File: src/rtl/sprite_blitter_pkg.sv
// Shared types and constants for the sprite blitter: command word layout,
// descriptor layout and the control state encoding.
package sprite_blitter_pkg;

    // Magic value that requests a buffer swap instead of a sprite draw
    localparam logic [7:0] CMD_DO_RENDER = 8'hFF;
    // Bit position of the horizontal-mirror flag in the command flags
    localparam int         FLAG_FLIP_X   = 0;

    // 48-bit render-queue command word
    typedef struct packed {
        logic [7:0]         magic;
        logic signed [15:0] x;
        logic signed [15:0] y;
        logic [7:0]         flags;
    } cmd_t;

    // Descriptor entry as written by the host, shown at the default
    // SPRITE_AW=18 / COORD_W=16 sizes: {base, w, h}
    typedef struct packed {
        logic [17:0] base;
        logic [15:0] w;
        logic [15:0] h;
    } desc_t;

    typedef enum logic [2:0] {
        IDLE,
        FETCH,
        SETUP,
        DRAW,
        WAIT_VSYNC,
        SWAP
    } state_t;

endpackage

File: src/rtl/sprite_blitter_if.sv
// Bus bundle between the blitter and its surroundings: render queue,
// descriptor write port, sprite ROM, back framebuffer and field timing.
interface sprite_blitter_if #(
    parameter int SCREEN_W  = 640,
    parameter int SCREEN_H  = 480,
    parameter int PIX_W     = 24,
    parameter int N_SPRITES = 16,
    parameter int SPRITE_AW = 18,
    parameter int COORD_W   = 16
);
    localparam int IDX_W  = $clog2(N_SPRITES);
    localparam int FB_AW  = $clog2(SCREEN_W * SCREEN_H);
    localparam int DESC_W = SPRITE_AW + 2 * COORD_W;

    logic [47:0]          cmd_dout;
    logic                 cmd_empty;
    logic                 cmd_pop;
    logic                 desc_we;
    logic [IDX_W-1:0]     desc_waddr;
    logic [DESC_W-1:0]    desc_wdata;
    logic [SPRITE_AW-1:0] sprite_addr;
    logic [PIX_W-1:0]     sprite_din;
    logic                 fb_we;
    logic                 fb_sel;
    logic [FB_AW-1:0]     fb_addr;
    logic [PIX_W-1:0]     fb_din;
    logic                 end_of_field;
    logic                 front_buf;
    logic                 busy;
    logic                 bad_cmd;

    // Blitter side
    modport master (
        input  cmd_dout, cmd_empty, desc_we, desc_waddr, desc_wdata,
               sprite_din, end_of_field,
        output cmd_pop, sprite_addr, fb_we, fb_sel, fb_addr, fb_din,
               front_buf, busy, bad_cmd
    );

    // Environment side (queue, host, ROM, framebuffer, VGA timing)
    modport slave (
        output cmd_dout, cmd_empty, desc_we, desc_waddr, desc_wdata,
               sprite_din, end_of_field,
        input  cmd_pop, sprite_addr, fb_we, fb_sel, fb_addr, fb_din,
               front_buf, busy, bad_cmd
    );

endinterface

File: src/rtl/sprite_blitter_desc_table.sv
// Host-loadable sprite descriptor table: one synchronous write port and one
// combinational read port. A read in the same cycle as a write to the same
// entry returns the old contents.
module sprite_desc_table #(
    parameter int N_SPRITES = 16,
    parameter int DESC_W    = 50,
    parameter int IDX_W     = $clog2(N_SPRITES)
) (
    input  logic              clk50,
    input  logic              reset_n,
    input  logic              i_we,
    input  logic [IDX_W-1:0]  i_waddr,
    input  logic [DESC_W-1:0] i_wdata,
    input  logic [IDX_W-1:0]  i_raddr,
    output logic [DESC_W-1:0] o_rdata
);

    logic [DESC_W-1:0] r_mem [N_SPRITES];

    // Table storage; cleared on reset so undefined sprites have zero size
    always_ff @(posedge clk50 or negedge reset_n) begin
        if (!reset_n) begin
            for (int i = 0; i < N_SPRITES; i++) begin
                r_mem[i] <= '0;
            end
        end else if (i_we) begin
            r_mem[i_waddr] <= i_wdata;
        end
    end

    assign o_rdata = r_mem[i_raddr];

endmodule

File: src/rtl/sprite_blitter.sv
// Sprite blitter top: pops draw commands, looks up sprite geometry, streams
// ROM pixels into the back framebuffer with clipping and horizontal flip,
// and swaps front/back buffers on end of field.
// Optional macro BLIT_TRANSPARENCY_EN: skip pixels equal to TRANSPARENT_KEY.
module sprite_blitter
    import sprite_blitter_pkg::*;
#(
    parameter int               SCREEN_W        = 640,
    parameter int               SCREEN_H        = 480,
    parameter int               PIX_W           = 24,
    parameter int               N_SPRITES       = 16,
    parameter int               SPRITE_AW       = 18,
    parameter int               COORD_W         = 16,
    parameter logic [PIX_W-1:0] TRANSPARENT_KEY = 24'hFF00FF
) (
    input  logic             clk50,
    input  logic             reset_n,
    sprite_blitter_if.master bus
);

    localparam int IDX_W  = $clog2(N_SPRITES);
    localparam int FB_AW  = $clog2(SCREEN_W * SCREEN_H);
    localparam int DESC_W = SPRITE_AW + 2 * COORD_W;
    // Screen position width: origin is COORD_W+1 bits, plus headroom for +w
    localparam int P_W    = COORD_W + 2;
    localparam logic signed [P_W-1:0] SCR_W_S = P_W'(SCREEN_W);
    localparam logic signed [P_W-1:0] SCR_H_S = P_W'(SCREEN_H);

    state_t r_state, w_next;
    logic   w_pop, w_bad;
    logic   r_front;
    cmd_t   w_cmd;

    // Latched command
    logic [IDX_W-1:0]          r_idx;
    logic signed [COORD_W-1:0] r_x, r_y;
    logic                      r_flip;

    // Descriptor read
    logic [DESC_W-1:0]         w_desc;
    logic [SPRITE_AW-1:0]      w_base;
    logic [COORD_W-1:0]        w_dw, w_dh;
    logic signed [COORD_W:0]   w_ox, w_oy;

    // Draw stage: source pixel being addressed this cycle
    logic [COORD_W-1:0]        r_w_p0, r_h_p0, r_cx_p0, r_cy_p0;
    logic [SPRITE_AW-1:0]      r_row_p0, r_sprite_addr_p0;
    logic signed [P_W-1:0]     r_ox_p0, r_px_p0, r_py_p0;
    logic                      r_drain_p0;
    logic                      w_eol, w_inb;
    logic [SPRITE_AW-1:0]      w_col0, w_next_row;
    logic [FB_AW-1:0]          w_fb_lin;

    // Write stage: ROM data for the pixel arrives alongside these
    logic                      r_vld_p1;
    logic [FB_AW-1:0]          r_fb_addr_p1;

    assign w_cmd = cmd_t'(bus.cmd_dout);

    sprite_desc_table #(
        .N_SPRITES (N_SPRITES),
        .DESC_W    (DESC_W),
        .IDX_W     (IDX_W)
    ) u_desc (
        .clk50   (clk50),
        .reset_n (reset_n),
        .i_we    (bus.desc_we),
        .i_waddr (bus.desc_waddr),
        .i_wdata (bus.desc_wdata),
        .i_raddr (r_idx),
        .o_rdata (w_desc)
    );

    assign w_base = w_desc[DESC_W-1 -: SPRITE_AW];
    assign w_dw   = w_desc[2*COORD_W-1:COORD_W];
    assign w_dh   = w_desc[COORD_W-1:0];

    // Sprite origin = centre minus half size, in COORD_W+1 signed bits
    assign w_ox = (COORD_W+1)'(r_x) - $signed({2'b00, w_dw[COORD_W-1:1]});
    assign w_oy = (COORD_W+1)'(r_y) - $signed({2'b00, w_dh[COORD_W-1:1]});

    assign w_eol      = (r_cx_p0 == r_w_p0 - COORD_W'(1));
    assign w_col0     = r_flip ? SPRITE_AW'(r_w_p0 - COORD_W'(1)) : '0;
    assign w_next_row = r_row_p0 + SPRITE_AW'(r_w_p0);
    assign w_inb      = !r_px_p0[P_W-1] && (r_px_p0 < SCR_W_S) &&
                        !r_py_p0[P_W-1] && (r_py_p0 < SCR_H_S);
    // Only meaningful when in bounds, where both terms are small positives
    assign w_fb_lin   = FB_AW'(r_py_p0) * FB_AW'(SCREEN_W) + FB_AW'(r_px_p0);

    // Control state register
    always_ff @(posedge clk50 or negedge reset_n) begin
        if (!reset_n) begin
            r_state <= IDLE;
        end else begin
            r_state <= w_next;
        end
    end

    // Next-state decode and single-cycle control strobes
    always_comb begin
        w_next = r_state;
        w_pop  = 1'b0;
        w_bad  = 1'b0;
        unique case (r_state)
            IDLE: begin
                if (!bus.cmd_empty) w_next = FETCH;
            end
            FETCH: begin
                w_pop = 1'b1;
                if (w_cmd.magic == CMD_DO_RENDER) begin
                    w_next = WAIT_VSYNC;
                end else if (int'(w_cmd.magic) >= N_SPRITES) begin
                    w_bad  = 1'b1;
                    w_next = IDLE;
                end else begin
                    w_next = SETUP;
                end
            end
            SETUP: begin
                w_next = (w_dw == '0 || w_dh == '0) ? IDLE : DRAW;
            end
            DRAW: begin
                if (r_drain_p0) w_next = IDLE;
            end
            WAIT_VSYNC: begin
                if (bus.end_of_field) w_next = SWAP;
            end
            SWAP: begin
                w_next = IDLE;
            end
            default: w_next = IDLE;
        endcase
    end

    // Command latch, descriptor latch, pixel walk and write-stage pipeline
    always_ff @(posedge clk50 or negedge reset_n) begin
        if (!reset_n) begin
            r_front           <= 1'b0;
            r_idx             <= '0;
            r_x               <= '0;
            r_y               <= '0;
            r_flip            <= 1'b0;
            r_w_p0            <= '0;
            r_h_p0            <= '0;
            r_cx_p0           <= '0;
            r_cy_p0           <= '0;
            r_row_p0          <= '0;
            r_sprite_addr_p0  <= '0;
            r_ox_p0           <= '0;
            r_px_p0           <= '0;
            r_py_p0           <= '0;
            r_drain_p0        <= 1'b0;
            r_vld_p1          <= 1'b0;
            r_fb_addr_p1      <= '0;
        end else begin
            r_vld_p1 <= 1'b0;

            if (r_state == FETCH) begin
                r_idx  <= w_cmd.magic[IDX_W-1:0];
                r_x    <= w_cmd.x;
                r_y    <= w_cmd.y;
                r_flip <= w_cmd.flags[FLAG_FLIP_X];
            end

            if (r_state == SETUP) begin
                r_w_p0           <= w_dw;
                r_h_p0           <= w_dh;
                r_cx_p0          <= '0;
                r_cy_p0          <= '0;
                r_row_p0         <= w_base;
                r_sprite_addr_p0 <= w_base +
                                    (r_flip ? SPRITE_AW'(w_dw - COORD_W'(1)) : '0);
                r_ox_p0          <= P_W'(w_ox);
                r_px_p0          <= P_W'(w_ox);
                r_py_p0          <= P_W'(w_oy);
                r_drain_p0       <= 1'b0;
            end

            // ---- draw stage -> write stage ----
            if (r_state == DRAW && !r_drain_p0) begin
                r_vld_p1 <= w_inb;
                if (w_inb) r_fb_addr_p1 <= w_fb_lin;
                if (w_eol) begin
                    r_cx_p0          <= '0;
                    r_cy_p0          <= r_cy_p0 + COORD_W'(1);
                    r_row_p0         <= w_next_row;
                    r_sprite_addr_p0 <= w_next_row + w_col0;
                    r_px_p0          <= r_ox_p0;
                    r_py_p0          <= r_py_p0 + P_W'(1);
                    if (r_cy_p0 == r_h_p0 - COORD_W'(1)) r_drain_p0 <= 1'b1;
                end else begin
                    r_cx_p0          <= r_cx_p0 + COORD_W'(1);
                    r_sprite_addr_p0 <= r_flip ? r_sprite_addr_p0 - SPRITE_AW'(1)
                                               : r_sprite_addr_p0 + SPRITE_AW'(1);
                    r_px_p0          <= r_px_p0 + P_W'(1);
                end
            end

            if (r_state == SWAP) r_front <= ~r_front;
        end
    end

`ifdef BLIT_TRANSPARENCY_EN
    assign bus.fb_we = r_vld_p1 && (bus.sprite_din != TRANSPARENT_KEY);
`else
    assign bus.fb_we = r_vld_p1;
    // The key colour only matters when transparency is compiled in
    logic w_unused_key;
    assign w_unused_key = ^TRANSPARENT_KEY;
`endif

    // Flag bits other than flip_x are reserved
    logic w_unused_flags;
    assign w_unused_flags = ^w_cmd.flags[7:1];

    assign bus.fb_din      = r_vld_p1 ? bus.sprite_din : '0;
    assign bus.fb_addr     = r_fb_addr_p1;
    assign bus.sprite_addr = r_sprite_addr_p0;
    assign bus.fb_sel      = ~r_front;
    assign bus.front_buf   = r_front;
    assign bus.busy        = (r_state != IDLE);
    assign bus.cmd_pop     = w_pop;
    assign bus.bad_cmd     = w_bad;

endmodule

File: src/flat_wrapper.sv
// flat-port wrapper written by rule: the top's interface ports become plain ports
module sprite_blitter_flat import sprite_blitter_pkg::*;
#(
    parameter int               SCREEN_W        = 640,
    parameter int               SCREEN_H        = 480,
    parameter int               PIX_W           = 24,
    parameter int               N_SPRITES       = 16,
    parameter int               SPRITE_AW       = 18,
    parameter int               COORD_W         = 16,
    parameter logic [PIX_W-1:0] TRANSPARENT_KEY = 24'hFF00FF
)
  (clk50, reset_n, bus_cmd_dout, bus_cmd_empty, bus_desc_we, bus_desc_waddr, bus_desc_wdata, bus_sprite_din, bus_end_of_field, bus_cmd_pop, bus_sprite_addr, bus_fb_we, bus_fb_sel, bus_fb_addr, bus_fb_din, bus_front_buf, bus_busy, bus_bad_cmd);
  sprite_blitter_if #(.SCREEN_W(SCREEN_W), .SCREEN_H(SCREEN_H), .PIX_W(PIX_W), .N_SPRITES(N_SPRITES), .SPRITE_AW(SPRITE_AW), .COORD_W(COORD_W)) bus_i ();
  input  logic clk50;
  input  logic reset_n;
  input wire logic [$bits(bus_i.cmd_dout)-1:0] bus_cmd_dout;
  input wire logic [$bits(bus_i.cmd_empty)-1:0] bus_cmd_empty;
  input wire logic [$bits(bus_i.desc_we)-1:0] bus_desc_we;
  input wire logic [$bits(bus_i.desc_waddr)-1:0] bus_desc_waddr;
  input wire logic [$bits(bus_i.desc_wdata)-1:0] bus_desc_wdata;
  input wire logic [$bits(bus_i.sprite_din)-1:0] bus_sprite_din;
  input wire logic [$bits(bus_i.end_of_field)-1:0] bus_end_of_field;
  output wire logic [$bits(bus_i.cmd_pop)-1:0] bus_cmd_pop;
  output wire logic [$bits(bus_i.sprite_addr)-1:0] bus_sprite_addr;
  output wire logic [$bits(bus_i.fb_we)-1:0] bus_fb_we;
  output wire logic [$bits(bus_i.fb_sel)-1:0] bus_fb_sel;
  output wire logic [$bits(bus_i.fb_addr)-1:0] bus_fb_addr;
  output wire logic [$bits(bus_i.fb_din)-1:0] bus_fb_din;
  output wire logic [$bits(bus_i.front_buf)-1:0] bus_front_buf;
  output wire logic [$bits(bus_i.busy)-1:0] bus_busy;
  output wire logic [$bits(bus_i.bad_cmd)-1:0] bus_bad_cmd;
  assign bus_i.cmd_dout = bus_cmd_dout;
  assign bus_i.cmd_empty = bus_cmd_empty;
  assign bus_i.desc_we = bus_desc_we;
  assign bus_i.desc_waddr = bus_desc_waddr;
  assign bus_i.desc_wdata = bus_desc_wdata;
  assign bus_i.sprite_din = bus_sprite_din;
  assign bus_i.end_of_field = bus_end_of_field;
  assign bus_cmd_pop = bus_i.cmd_pop;
  assign bus_sprite_addr = bus_i.sprite_addr;
  assign bus_fb_we = bus_i.fb_we;
  assign bus_fb_sel = bus_i.fb_sel;
  assign bus_fb_addr = bus_i.fb_addr;
  assign bus_fb_din = bus_i.fb_din;
  assign bus_front_buf = bus_i.front_buf;
  assign bus_busy = bus_i.busy;
  assign bus_bad_cmd = bus_i.bad_cmd;
  sprite_blitter #(.SCREEN_W(SCREEN_W), .SCREEN_H(SCREEN_H), .PIX_W(PIX_W), .N_SPRITES(N_SPRITES), .SPRITE_AW(SPRITE_AW), .COORD_W(COORD_W), .TRANSPARENT_KEY(TRANSPARENT_KEY)) u_core (.clk50(clk50), .reset_n(reset_n), .bus(bus_i));
endmodule
File: config.mk
export PLATFORM = sky130hd
export DESIGN_NAME = sprite_blitter_flat
export DESIGN_NICKNAME = d
export VERILOG_FILES = /design/src/rtl/sprite_blitter_pkg.sv /design/src/rtl/sprite_blitter_if.sv /design/src/rtl/sprite_blitter_desc_table.sv /design/src/rtl/sprite_blitter.sv /design/src/flat_wrapper.sv
export SDC_FILE = /design/constraint.sdc
export NUM_CORES = 2
export LEC_CHECK = 0
export ABC_CLOCK_PERIOD_IN_PS = 10700
export BUFFER_PORTS_ARGS = -buffer_cell sky130_fd_sc_hd__buf_2
export CAP_MARGIN = 20
export CELL_PAD_IN_SITES_DETAIL_PLACEMENT = 1
export CELL_PAD_IN_SITES_GLOBAL_PLACEMENT = 1
export CORE_ASPECT_RATIO = 0.8
export CORE_MARGIN = 8
export CORE_UTILIZATION = 47
export CTS_BUF_LIST = sky130_fd_sc_hd__clkbuf_16
export DETAILED_ROUTE_END_ITERATION = 10
export PLACE_DENSITY_LB_ADDON = 0.1
export SYNTH_ARGS = -nofsm -noshare
export SYNTH_HDL_FRONTEND = slang
export SYNTH_SLANG_ARGS = --single-unit
File: constraint.sdc
create_clock -name clk50 -period 10.7 [get_ports clk50]
set_input_delay 0 -clock clk50 [delete_from_list [all_inputs] [get_ports clk50]]
set_output_delay 0 -clock clk50 [all_outputs]
set_load 0.005 [all_outputs]
==> results.tsv <==
metric	value	unit
post_cts_buffers	0	
start_util	47.3	%
cts_buffers	105	
cp_common_cell	a21oi_1	
worstPathRequired	11.28	ns
vias_per_cell	5.93	
clock-sinks	1015	
status	finished, final reports clean	
dpl_worst_slack	4.18	ns
final_cells	5777	
ys_types	83	
fin_area	59000	um2
maxCapViolCount	0	
grt_max_degree	177	
layout_setup_ws	4.10	ns
r2r_setup_slack	4.10	ns
r2r_cells	18	
worst-endpoint-arrival	7.18	ns
ir_drop	0.151	mV
die_height	314	um
hold_end	u_core.r_y[9]$_DFFE_PN0P_	
utilization	53.5	%
hold_class	input pin to flip-flop	
netlist_instances	4059	
place_congestion	0.833	
cts_resized	0	
grt_setup_unrepaired	false	
nNetsFinal	4516	
mostFrequentLayoutCells	dfrtp_1, mux2_2, nand2_1	
skew	0.0415	ns
grt_pass1_wl	232	mm
grt_pass1_vias	36700	
worstMarginPinSlew	1.16	ns
h-tree-depth	3	
route.detailed.drc	0	
routed_wl	149	mm
cts-root-buf	clkbuf_16	
syn_nets	4329	
crit_family	compound AO/OA/AOI/OAI gates	
core	110000	um2
die_x	388	um
path_clk_slew	0.06	ns
synth_seq_cells	1015	
syn_area	52100	um2
p_sw	2.78	mW
slew_headroom	22.4	%
min_from	bus_cmd_dout[17]	
ys_async_sr_fraction	100	%
total_power	10.4	mW
hold_slack	0.0500	ns
period_needed	6.60	ns
pwr-share-seq	47.0	%
ys_seq_area_share	48.7	%
die-area	122000	um2
io-pin-count	198	
wl_per_cell	25.7	um
dr.pass1.iters	5	
setup_viol	0	
power.leakage	25.7	nW
num_vias	34300	
synthToLayoutAreaGrowth	13.0	%
swShare	26.7	%
p_int	7.64	mW
ant_nets	0	
clk_latency	0.73	ns
crit_buf_inv	1	
crit_fanout	53	
worstSetupPathType	flip-flop to flip-flop	
layout-drive-gt1-share	35.2	%
clockBufferDepth	3	
rows	109	
ys_warn_count	0	
clkPwrFrac	35.3	%
power_frac_comb	17.8	%
place_inst	5477	
overflow	0	
synth_edf_count	0	
fin_crit_sh	61.7	%
antenna_found_initial	16	
dpl_cell_area	54500	um2
cp_slowest_cell	dfrtp_4	
nFillCells	11000	
hold_violations	0	
ys.flop_type	dfrtp_1	
fmax	151	MHz
path_cells	buf_4 -> mux4_2 -> a22o_1 -> a221oi_2 -> nor2b_1 -> nand4_1 -> or2_2 -> a21oi_1 -> ha_1 -> and3_1 -> o21ai_0 -> nor2_1 -> o2111ai_1 -> a31oi_1 -> o41ai_1 -> xnor2_1 -> a21oi_1 -> a211o_1	
grt.total_usage	24.5	%
place.detailed.hpwl	92.0	mm
cts_tree	built	
port_buffers	190	
fin_setup_tns	0	ns
layout_commonest_cell	dfrtp_1	
avgSynthCellArea	12.8	um2
r2r-start	u_core.r_idx[1]$_DFFE_PN0P_	
drt-initial-drc-count	2089	
slowest_delay	0.99	ns
r2r_end	u_core.bus.sprite_addr[17]$_DFFE_PN0P_	
drv_slew	0	
powerDensity	177	nW/um2
hold_path_depth	3	
endpoint_kind	flip-flop	
cp-start-kind	flip-flop	
[sequential cells by signal (all words and copies together), names as in the netlist, 17 cells and up]
signal / cells
u_core.bus.fb_addr: 19
u_core.bus.sprite_addr: 18
u_core.r_ox_p0: 17
u_core.r_px_p0: 18
u_core.r_py_p0: 18
u_core.r_row_p0: 18
u_core.u_desc.r_mem: 800
[Yosys cell counts, types with 24 or more instances]
master	n	share of area (%)
a21o_1	28	0.40
ha_1	131	3.1
and2_1	41	0.49
nand2_1	263	1.9
xor2_1	56	0.94
inv_1	77	0.55
clkbuf_1	195	1.4
o21ai_0	151	1.4
buf_1	41	0.30
a21oi_1	126	1.2
or3_1	24	0.29
and3_1	32	0.38
buf_2	31	0.30
nand3_1	61	0.59
dfrtp_1	1015	49
mux2_2	836	18
mux2i_1	36	0.69
nand4_1	24	0.29
xnor2_1	111	1.9
mux4_2	236	10
nor2_1	169	1.2
nor3_1	50	0.48
[how the worst max path moves through the flow]
| stage | start | end | slack, ns | depth (start not counted) |
|---|---|---|---|---|
| 2_1_floorplan | u_core.r_idx[0]$_DFFE_PN0P_ | u_core.bus.sprite_addr[16]$_DFFE_PN0P_ | 5.59 | 19 |
| 3_3_place_gp | u_core.r_idx[1]$_DFFE_PN0P_ | u_core.bus.sprite_addr[16]$_DFFE_PN0P_ | 4.18 | 18 |
| 3_5_place_dp | u_core.r_idx[1]$_DFFE_PN0P_ | u_core.bus.sprite_addr[16]$_DFFE_PN0P_ | 4.18 | 18 |
| 4_1_cts | u_core.r_idx[1]$_DFFE_PN0P_ | u_core.bus.sprite_addr[16]$_DFFE_PN0P_ | 4.12 | 18 |
| 5_1_grt | u_core.r_idx[1]$_DFFE_PN0P_ | u_core.bus.sprite_addr[16]$_DFFE_PN0P_ | 3.50 | 18 |
| 6_report | u_core.r_idx[1]$_DFFE_PN0P_ | u_core.bus.sprite_addr[17]$_DFFE_PN0P_ | 4.10 | 18 |
[cells by family (layout without fill, tap and decap cells)]
| family | after synthesis | after routing | share of synthesized area, % |
|---|---|---|---|
| adders and majority gates | 139 | 139 | 3.45 |
| other | 0 | 5 | 0 |
| buffers and inverters | 353 | 623 | 2.72 |
| xor gates and xnor gates | 171 | 171 | 2.98 |
| DFF | 1015 | 1015 | 48.7 |
| AOI/OAI and AO/OA | 488 | 488 | 5.87 |
| muxes | 1108 | 1108 | 28.9 |
| and+or+nand+nor | 785 | 785 | 7.34 |
[worst reg2reg max path, stage by stage, from the launching register on]
cell,delay [ns]
dfrtp_4,0.99
buf_4,0.85
mux4_2,0.42
a22o_1,0.28
a221oi_2,0.51
nor2b_1,0.46
nand4_1,0.26
or2_2,0.38
a21oi_1,0.22
ha_1,0.30
and3_1,0.17
o21ai_0,0.11
nor2_1,0.12
o2111ai_1,0.26
a31oi_1,0.17
o41ai_1,0.38
xnor2_1,0.21
a21oi_1,0.12
a211o_1,0.28
[cell type report]
| type | count | area, um2 | area share, % |
|---|---|---|---|
| timing repair buffer | 356 | 2560 | 4.35 |
| tap | 1443 | 1810 | 3.06 |
| multi-input combinational | 2691 | 25500 | 43.2 |
| clock buffer | 108 | 2700 | 4.58 |
| sequential | 1015 | 25400 | 43.1 |
| inverter | 77 | 290 | 0.492 |
| clock inverter | 82 | 707 | 1.20 |
| antenna | 5 | 12.5 | 0.0212 |
[timing repair]
action	4_1_cts	5_1_grt
hold buffers	104	0
endpoints found under the hold margin	927	0
endpoints found under the setup margin	0	0
[routing by layer]
metal  share of wire [%]  track usage [%]
met1                  48             36.7
met2                  45             37.2
met3                 5.4             4.71
met4                 1.9             4.87
met5               0.024                0
[power by group through the flow]
| stage | Combinational, mW | Clock (mW) | Sequential (mW) |
|---|---|---|---|
| 2_1_floorplan | 1.30 | 0 | 4.82 |
| 3_3_place_gp | 1.75 | 0 | 4.91 |
| 3_5_place_dp | 1.81 | 0 | 4.95 |
| 4_1_cts | 1.86 | 3.77 | 4.89 |
| 5_1_grt | 2.02 | 3.90 | 4.98 |
| 6_report | 1.85 | 3.67 | 4.89 |
Power figures use the tool's default switching activity.
